**src/rtl/cga_pkg.sv**
```systemverilog
// cga_pkg -- shared constants, types and helpers for the CGA composite encoder.
//   Level/amplitude defaults, the 3-bit colour-index type, the per-colour
//   subcarrier phase-offset table, the burst FSM state enum and chroma_bit().
package cga_pkg;

  localparam int CGA_SYNC_LEVEL  = 0;
  localparam int CGA_BLANK_LEVEL = 32;
  localparam int CGA_LUMA_I      = 40;
  localparam int CGA_CHROMA_AMP  = 24;
  localparam int CGA_BURST_AMP   = 12;
  localparam int CGA_BURST_START = 56;
  localparam int CGA_BURST_LEN   = 72;

  typedef logic [2:0] cidx_t;

  // Phase (in 1/8 subcarrier cycles) where each colour's square wave goes high.
  // Entries 0 and 7 are unused: black and white carry no chroma.
  localparam logic [2:0] OFF [8] = '{3'd0, 3'd5, 3'd7, 3'd6, 3'd3, 3'd4, 3'd1, 3'd0};

  typedef enum logic [1:0] {
    ST_IDLE  = 2'd0,
    ST_WAIT  = 2'd1,
    ST_BURST = 2'd2
  } burst_st_e;

  // High half of the square wave: (p - OFF[c]) mod 8 < 4, i.e. bit 2 clear.
  function automatic logic chroma_bit(input cidx_t c, input logic [2:0] p);
    logic [2:0] d;
    d = p - OFF[c];
    if (c == 3'd0)      return 1'b0;
    else if (c == 3'd7) return 1'b1;
    else                return ~d[2];
  endfunction

endpackage

```
**src/rtl/cga_burst_timer.sv**
```systemverilog
// cga_burst_timer -- colour-burst window generator.
//   Detects the falling edge of (registered) hsync, waits BURST_START clocks,
//   then flags a BURST_LEN-clock burst window. Any sync aborts to IDLE.
// Ports:
//   clk, reset     video clock, synchronous active-high reset
//   hsync_i        registered horizontal sync
//   vsync_i        registered vertical sync
//   burst_win_o    high while the FSM is in BURST
module cga_burst_timer
  import cga_pkg::*;
#(
  parameter int BURST_START = CGA_BURST_START,
  parameter int BURST_LEN   = CGA_BURST_LEN
) (
  input  logic clk,
  input  logic reset,
  input  logic hsync_i,
  input  logic vsync_i,
  output logic burst_win_o
);

  burst_st_e   state_q, state_d;
  logic [7:0]  cnt_q, cnt_d;
  logic        hs_prev_q;

  always_comb begin
    state_d = state_q;
    cnt_d   = cnt_q;
    case (state_q)
      ST_IDLE: begin
        if (hs_prev_q && !hsync_i) begin
          state_d = ST_WAIT;
          cnt_d   = 8'd0;
        end
      end
      ST_WAIT: begin
        if (hsync_i || vsync_i) begin
          state_d = ST_IDLE;
        end else if (cnt_q == 8'(BURST_START - 1)) begin
          state_d = ST_BURST;
          cnt_d   = 8'd0;
        end else begin
          cnt_d = cnt_q + 8'd1;
        end
      end
      ST_BURST: begin
        if (hsync_i || vsync_i || cnt_q == 8'(BURST_LEN - 1)) begin
          state_d = ST_IDLE;
        end else begin
          cnt_d = cnt_q + 8'd1;
        end
      end
      default: state_d = ST_IDLE;
    endcase
  end

  always_ff @(posedge clk) begin
    if (reset) begin
      state_q   <= ST_IDLE;
      cnt_q     <= 8'd0;
      hs_prev_q <= 1'b0;
    end else begin
      state_q   <= state_d;
      cnt_q     <= cnt_d;
      hs_prev_q <= hsync_i;
    end
  end

  assign burst_win_o = (state_q == ST_BURST);

endmodule

```
**src/rtl/cga_composite_encoder.sv**
```systemverilog
// cga_composite_encoder -- RGBI to 7-bit composite sample encoder.
//   Two-stage pipeline: stage 1 registers inputs and the free-running
//   subcarrier phase; stage 2 selects sync / burst / active level.
// Ports:
//   clk, reset     video clock (8 samples per subcarrier cycle), sync reset
//   video[3:0]     {I,R,G,B} pixel, border already merged
//   hsync, vsync   active-high syncs
//   bw_mode        1 = no burst, no chroma
//   comp[6:0]      composite sample code
//   phase[2:0]     subcarrier phase of the sample on comp
//   burst_active   high while comp carries burst
module cga_composite_encoder
  import cga_pkg::*;
#(
  parameter int SYNC_LEVEL  = CGA_SYNC_LEVEL,
  parameter int BLANK_LEVEL = CGA_BLANK_LEVEL,
  parameter int LUMA_I      = CGA_LUMA_I,
  parameter int CHROMA_AMP  = CGA_CHROMA_AMP,
  parameter int BURST_AMP   = CGA_BURST_AMP,
  parameter int BURST_START = CGA_BURST_START,
  parameter int BURST_LEN   = CGA_BURST_LEN
) (
  input  logic       clk,
  input  logic       reset,
  input  logic [3:0] video,
  input  logic       hsync,
  input  logic       vsync,
  input  logic       bw_mode,
  output logic [6:0] comp,
  output logic [2:0] phase,
  output logic       burst_active
);

  logic [2:0] ph_q;
  logic [3:0] video1_q;
  logic       hs1_q, vs1_q, bw1_q;
  logic [2:0] ph1_q;
  logic       burst_win;

  logic [6:0] comp_q, comp_d;
  logic [2:0] phase_q;
  logic       burst_q, burst_d;

  logic       chr;
  logic [7:0] active_sum;
  logic [7:0] burst_sum;

  cga_burst_timer #(
    .BURST_START (BURST_START),
    .BURST_LEN   (BURST_LEN)
  ) u_burst (
    .clk         (clk),
    .reset       (reset),
    .hsync_i     (hs1_q),
    .vsync_i     (vs1_q),
    .burst_win_o (burst_win)
  );

  always_comb begin
    chr        = !bw1_q && chroma_bit(video1_q[2:0], ph1_q);
    active_sum = 8'(BLANK_LEVEL)
               + (video1_q[3] ? 8'(LUMA_I) : 8'd0)
               + (chr ? 8'(CHROMA_AMP) : 8'd0);
    // Burst uses colour 6's phase as the reference.
    burst_sum  = chroma_bit(3'd6, ph1_q) ? 8'(BLANK_LEVEL + BURST_AMP)
                                         : 8'(BLANK_LEVEL - BURST_AMP);
    // Flag qualified by sync so it tracks exactly what comp carries.
    burst_d    = burst_win && !bw1_q && !(hs1_q || vs1_q);
    if (hs1_q || vs1_q) comp_d = 7'(SYNC_LEVEL);
    else if (burst_d)   comp_d = burst_sum[6:0];
    else                comp_d = active_sum[6:0];
  end

  always_ff @(posedge clk) begin
    if (reset) begin
      ph_q     <= 3'd0;
      video1_q <= 4'd0;
      hs1_q    <= 1'b0;
      vs1_q    <= 1'b0;
      bw1_q    <= 1'b0;
      ph1_q    <= 3'd0;
      comp_q   <= 7'(BLANK_LEVEL);
      phase_q  <= 3'd0;
      burst_q  <= 1'b0;
    end else begin
      ph_q     <= ph_q + 3'd1;
      video1_q <= video;
      hs1_q    <= hsync;
      vs1_q    <= vsync;
      bw1_q    <= bw_mode;
      ph1_q    <= ph_q;
      comp_q   <= comp_d;
      phase_q  <= ph1_q;
      burst_q  <= burst_d;
    end
  end

  assign comp         = comp_q;
  assign phase        = phase_q;
  assign burst_active = burst_q;

endmodule

```
**config.mk**
```make
export PLATFORM = sky130hd
export DESIGN_NAME = cga_composite_encoder
export DESIGN_NICKNAME = d
export VERILOG_FILES = /design/src/rtl/cga_pkg.sv /design/src/rtl/cga_burst_timer.sv /design/src/rtl/cga_composite_encoder.sv
export SDC_FILE = /design/constraint.sdc
export NUM_CORES = 1
export LEC_CHECK = 0
export BUFFER_PORTS_ARGS = -buffer_cell sky130_fd_sc_hd__buf_4
export CORE_MARGIN = 5
export CORE_UTILIZATION = 45
export CTS_BUF_LIST = sky130_fd_sc_hd__clkbuf_16
export DETAILED_ROUTE_END_ITERATION = 16
export PLACE_DENSITY = 0.74
export SYNTH_ARGS = -nofsm -noshare
export SYNTH_HDL_FRONTEND = slang
export SYNTH_SLANG_ARGS = --single-unit
```
**constraint.sdc**
```tcl
create_clock -name clk -period 2.1 [get_ports clk]
set_input_delay 0.105 -clock clk [delete_from_list [all_inputs] [get_ports clk]]
set_output_delay 0.105 -clock clk [all_outputs]
set_load 0.03 [all_outputs]
```
==> results of run 1 <==
## logic make-up (layout without fill, tap and decap cells)
family          count (synthesis)  count (layout)  share of synthesized area
compound gates                 38              38                      0.173
xor+xnor                        1               1                    0.00524
fa+ha+maj                      13              13                     0.0972
buf+inv                        17              42                     0.0471
flops                          33              33                      0.395
other cells                     1               2                    0.00224
simple gates                   75              75                      0.280
## Yosys cell counts (4+ instances only)
| cell | count | share of area |
|---|---|---|
| a211oi_1 | 5 | 0.022 |
| a21oi_1 | 6 | 0.018 |
| and3_1 | 5 | 0.019 |
| clkbuf_1 | 5 | 0.011 |
| dfxtp_1 | 33 | 0.39 |
| ha_1 | 13 | 0.097 |
| inv_1 | 9 | 0.020 |
| nand2b_1 | 5 | 0.019 |
| nand3_1 | 8 | 0.024 |
| nor2_1 | 9 | 0.020 |
| nor2b_1 | 21 | 0.079 |
| nor3b_1 | 4 | 0.018 |
| o21ai_0 | 8 | 0.024 |
| o32ai_1 | 4 | 0.021 |
## power groups by stage
stage	Combinational [mW]	Clock, mW	Sequential [mW]
global route	0.465	0.731	0.696
global placement	0.401	0	0.702
detailed placement	0.406	0	0.703
CTS	0.409	0.698	0.691
finish	0.418	0.685	0.691
floorplan	0.298	0	0.712
## layout by cell type (no fill, tap or decap), types with 2 or more instances in the layout
master and count:
nand4_1 3, a2111oi_1 2, a21oi_1 4, nor2b_1 20, or3_1 3, nor2_1 8, conb_1 2, nand3_1 8
or2_2 2, inv_2 2, nor3_1 2, o31ai_1 3, nor3b_1 4, o32ai_1 4, clkbuf_16 5, or4_1 2
nand2b_1 5, buf_4 25, ha_1 10, nand2_1 2, o21a_1 3, dfxtp_2 2, a21oi_2 2, ha_4 2
a211oi_1 5, dfxtp_1 31, and3_1 5, inv_1 9, o21ai_0 6, o21ai_1 2
## final timing paths
path | endpoint
worst max-delay path | comp[3]
worst min-delay path | bw1_q
worst max register to register | comp[3]
worst min register to register | ph_q[0]
## sequential cells by signal, indices dropped and copies added (netlist names)
| signal | cells |
|---|---|
| u_burst.cnt_q | 8 |
| burst_active | 1 |
| video1_q | 4 |
| ph1_q | 3 |
| u_burst.hs_prev_q | 1 |
| u_burst.state_q | 2 |
| vs1_q | 1 |
| ph_q | 3 |
| phase | 3 |
| comp | 5 |
| bw1_q | 1 |
| hs1_q | 1 |
## worst max-delay path, stage by stage, from the launching register on
cell and delay, ps:
dfxtp_2 340, inv_2 50, ha_4 150, a21oi_2 110, ha_1 240, or2_4 230
a22o_1 230, a31o_4 240, ha_4 260, nor2_2 30, o21a_1 170
## metal layers
metal	part of all wire	GRT usage	up-vias
li1	-	-	686
met1	0.45	0.165	609
met2	0.49	0.213	29
met3	0.038	0.0384	7
met4	0.019	0.0564	0
met5	0	0	-
## cell type report
cell class	instances	area (um2)	area share
multi-input cells	129	997	0.479
well taps	48	60.1	0.0288
clock inverters	3	15.0	0.00721
clock buffers	5	125	0.0601
repair buffers	25	188	0.0901
flip-flops and latches	33	663	0.319
inverters	9	33.8	0.0162
## metrics by stage
stage / hold slack (ps) / instance area [um2] / worst slack, ps / util / total power, mW
2_1_floorplan: 233 / 1720 / -2.07 / - / 1.01
3_3_place_gp: 319 / 1910 / -9.49 / 0.527 / 1.10
3_5_place_dp: 320 / 1910 / -25.0 / 0.527 / 1.11
4_1_cts: 35.4 / 2050 / -48.4 / 0.565 / 1.80
5_1_grt: 37.1 / 2080 / -141 / 0.573 / 1.89
6_report: 38.0 / 2080 / -53.4 / 0.573 / 1.79
## what timing repair did
action	4_1_cts	5_1_grt
resized for setup	0	7
hold buffers	0	0
endpoints found under the setup margin	1	5
setup buffers	0	1
pin swaps	0	6
==> summary.md, run 1 <==
| Metric | Value |
|---|---|
| Vias in the first global route | `1,181` |
| Actual slew at the worst max-slew pin | `545 ps` |
| Area growth syn-to-layout | `24.5%` |
| Crit path time final | `2150 ps` |
| Power share of the clock group | `0.382` |
| Required @ worst endpoint | `2270 ps` |
| Syn Inst Count | `178` |
| Number of buffers created by CTS | `5` |
| Power per cell area | `862 mW/mm2` |
| CTS max path bufs | `2` |
| Largest net degree at the start of global routing | `38` |
| Failing checks | `setup timing` |
| Post-DP HPWL | `2.24 mm` |
| Static Leak | `0.837 nW` |
| Clock sinks | `33` |
| CTS H-tree depth | `2` |
| Clk Latency, worst-skew pair | `270 ps` |
| Die width | `71.0 um` |
| First-pass GRT wire length | `5.40 mm` |
| Number of flops mapped to enable cells by yosys | `0` |
| Final setup viols | `1` |
| Fillers | `330` |
| Routed wire length | `3.28 mm` |
| Reg clk slew, reported paths | `50 ps` |
| Prevailing post-synth register cell | `dfxtp_1` |
| Reg-to-Reg Start | `video1_q[1]` |
| Setup CP Type | `reg2reg` |
| Drc violations | `0` |
| Reg power frac | `0.385` |
| Top-level I/O count | `20` |
| HP Class | `in2reg` |
| Comb pwr share | `0.233` |
| Crit path DAT | `2320 ps` |
| Non-Filler Instances | `252` |
| R2R Setup Slk | `-50 ps` |
| Peak Freq | `464 MHz` |
| Worst Slack Setup Final | `-53.4 ps` |
| Hold Fails Final Rpt | `0` |
| Drt via density | `5.28` |
| Synth Warn # | `0` |
| Internal power | `1.29 mW` |
| Row cnt | `22` |
| Setup_tns | `-53.4 ps` |
| Hold path cells | `2` |
| Worst rel slew slack | `0.636` |
| Startpoint class of the critical path | `flip-flop` |
| RSZ-0062 raised after global routing | `true` |
| Vias | `1,331` |
| Period utilization | `1.03` |
| Post-Syn Area | `0.00167 mm2` |
| Fin. max-slew vios | `0` |
| Async SR Flop Fraction | `0` |
| Share of cells above drive strength 1 | `0.250` |
| Net Sw Frac | `0.282` |
| Worst vdd ir | `0.438 mV` |
| Total Die Area | `0.00504 mm2` |
| Sw Pwr | `0.506 mW` |
| Crit. End Element | `flip-flop` |
| Crit path max fanout | `3` |
| Worst Skew | `3.34 ps` |
| Nets | `225` |
| Final ANT Viol Nets | `0` |
| Core ar. | `0.00363 mm2` |
| Placed insts | `243` |
| Port bufs | `17` |
| Gr usage total | `0.133` |
| Starting density of the core | `0.460` |
| Crit path launch | `video1_q[1]` |
| GP Congestion | `0.843` |
| Outcome | `complete, but fails checks` |
| Die height | `71.0 um` |
| 1st-pass router iterations | `4` |
| Drt wl/cell | `13.0 um` |
| Worst R2R Path Depth | `10` |
| Clk root buf | `clkbuf_16` |
| Total grt overflow | `0` |
| Initial antenna violation count | `0` |
| Starting DRT DRC Count | `67` |
| Hold Startpoint | `bw_mode` |
| TritonCTS clock tree | `built` |
| Syn avg cell area | `9.40 um2` |
| Count of cell types in the netlist | `42` |
| Synth Register Bits | `33` |
| Antenna cells | `0` |
| Max-cap violations | `0` |
| Register area share after synthesis | `0.395` |
Power figures use the tool's default switching activity.
==> run 2: changes to the inputs <==
Settings changed: PLACE_DENSITY 0.74 to not set.
Clock period 2.1 ns to 2.62 ns, I/O delays scaled along.
==> summary.md, run 2 (synthesis results as in run 1) <==
| Metric | Value |
|---|---|
| Drt via density | `5.38 (+1.9%)` |
| Startpoint class of the critical path | `flip-flop` |
| Power share of the clock group | `0.436 (+0.054)` |
| Max incr delay on CP | `360 ps (+20 ps)` |
| Drt wl/cell | `13.2 um (+1.1%)` |
| Power per cell area | `762 mW/mm2 (-12%)` |
| Die width | `71.0 um (unchanged)` |
| Slowest CP cell | `dfxtp_1` |
| Sw Pwr | `0.408 mW (-19%)` |
| Core ar. | `0.00363 mm2 (unchanged)` |
| Row cnt | `22 (unchanged)` |
| Clock sinks | `33 (unchanged)` |
| CTS H-tree depth | `2 (unchanged)` |
| Setup_tns | `0 ps (+53.4 ps)` |
| Starting DRT DRC Count | `35 (-48%)` |
| Crit path time final | `2440 ps (+290 ps)` |
| Post-DP HPWL | `2.32 mm (+3.2%)` |
| Peak Freq | `409 MHz (-12%)` |
| Post-CTS Hold Buffers | `0 (unchanged)` |
| Most used cell, CP | `ha_1` |
| Vias | `1,313 (-1.4%)` |
| Final setup viols | `0 (-1)` |
| Gr usage total | `0.135 (+0.00254)` |
| Fillers | `341 (+3.3%)` |
| Reg clk slew, reported paths | `60 ps (about the same)` |
| Top reg by flops | `u_burst.cnt_q` |
| Nets | `217 (-3.6%)` |
| Crit. End Element | `flip-flop` |
| Clk root buf | `clkbuf_16` |
| Clk Latency, worst-skew pair | `280 ps (about the same)` |
| Multi-input gate area | `937 um2 (-6.0%)` |
| Register Area | `662 um2 (-0.19%)` |
| HP Class | `in2reg` |
| Commonest non-fill, non-tap cells in the layout | `dfxtp_1, nor2b_1, buf_4` |
| Port bufs | `17 (unchanged)` |
| Antenna cells | `0 (unchanged)` |
| TritonCTS clock tree | `built` |
| Die height | `71.0 um (unchanged)` |
| Worst rel slew slack | `0.613 (-0.0224)` |
| CP Cell Sequence | `inv_1 > ha_1 > a21oi_1 > ha_1 > or2_2 > a22o_1 > a31o_2 > ha_1 > nor2_1 > o21a_1` |
| Number of buffers created by CTS | `5 (unchanged)` |
| Reg power frac | `0.365 (-0.020)` |
| Post-cts resize count | `0 (unchanged)` |
| Setup CP Type | `reg2reg` |
| Share of cells above drive strength 1 | `0.179 (-0.0714)` |
| Net Sw Frac | `0.269 (-0.0129)` |
| Outcome | `finished clean` |
| Actual slew at the worst max-slew pin | `579 ps (+33.4 ps)` |
| Internal power | `1.11 mW (-14%)` |
| Worst Skew | `5.19 ps (+1.84 ps)` |
| Starting density of the core | `0.460 (unchanged)` |
| Total grt overflow | `0 (unchanged)` |
| Largest register FFs | `8 (unchanged)` |
| Total Die Area | `0.00504 mm2 (unchanged)` |
| Final ANT Viol Nets | `0 (unchanged)` |
| Crit path DAT | `2610 ps (+290 ps)` |
| Fin. max-slew vios | `0 (unchanged)` |
| Vias in the first global route | `1,249 (+5.8%)` |
| CTS max path bufs | `2 (unchanged)` |
| Comb pwr share | `0.199 (-0.034)` |
| 1st-pass router iterations | `4 (unchanged)` |
| Post-CTS Setup Bufs | `0 (unchanged)` |
| Drc violations | `0 (unchanged)` |
| Initial antenna violation count | `0 (unchanged)` |
| Commonest non-fill, non-tap cell in the layout | `dfxtp_1` |
| RSZ-0062 raised after global routing | `false` |
| Crit path max fanout | `4 (+1)` |
| Largest net degree at the start of global routing | `38 (unchanged)` |
| Crit path max-delay family | `compound AO/OA/AOI/OAI gates` |
| Total power | `1.52 mW (-15%)` |
| Required @ worst endpoint | `2790 ps (+520 ps)` |
| Hold Fails Final Rpt | `0 (unchanged)` |
| Area growth syn-to-layout | `19.1%` |
| Routed wire length | `3.21 mm (-2.1%)` |
| Max-cap violations | `0 (unchanged)` |
| GP Congestion | `0.723 (-14%)` |
| Crit path buf inv count | `1 (unchanged)` |
| Worst vdd ir | `0.429 mV (-2.2%)` |
| Top-level I/O count | `20 (unchanged)` |
| Static Leak | `0.796 nW (-4.9%)` |
| First-pass GRT wire length | `5.41 mm (+0.26%)` |
| Period utilization | `0.933 (-0.0928)` |
==> run 2: layer usage <==
metal / GRT usage / part of all wire
met5: 0 / 0
met4: 0.0710 / 0.023
met3: 0.0469 / 0.046
met2: 0.221 / 0.48
met1: 0.154 / 0.45
==> run 2: power by group through the flow <==
| stage | logic [mW] | clock network (mW) | registers, mW |
|---|---|---|---|
| finish | 0.302 | 0.663 | 0.554 |
| global route | 0.336 | 0.700 | 0.558 |
| CTS | 0.304 | 0.674 | 0.554 |
| detailed placement | 0.301 | 0 | 0.564 |
| global placement | 0.291 | 0 | 0.563 |
| floorplan | 0.229 | 0 | 0.570 |
==> run 2: layout make-up <==
type	count	share of cell area
Multi-Input combinational cell	129	0.470
Sequential cell	33	0.332
Timing Repair Buffer	17	0.0641
Clock buffer	5	0.0628
Tap cell	48	0.0302
Clock inverter	3	0.0232
Inverter	9	0.0170
==> run 2: path summary, 6_finish.rpt <==
kind                  to  slack, ps  cells after the start        start
min          video1_q[0]         70                      2     video[0]
min reg2reg      ph_q[0]        440                      1      ph_q[0]
max reg2reg      comp[3]        180                     10  video1_q[1]
max              comp[3]        180                     10  video1_q[1]
==> run 2: stage by stage <==
step / setup WS (ps) / cell area (um2) / utilization / cells / hold WS (ps)
after floorplan: 317 / 1680 / - / 179 / 259
after global placement: 260 / 1820 / 0.501 / 236 / 341
after detailed placement: 173 / 1820 / 0.501 / 236 / 346
after CTS: 157 / 1990 / 0.548 / 244 / 62.3
after global routing: 25.4 / 1990 / 0.548 / 244 / 66.2
final: 177 / 1990 / 0.548 / 244 / 67.2
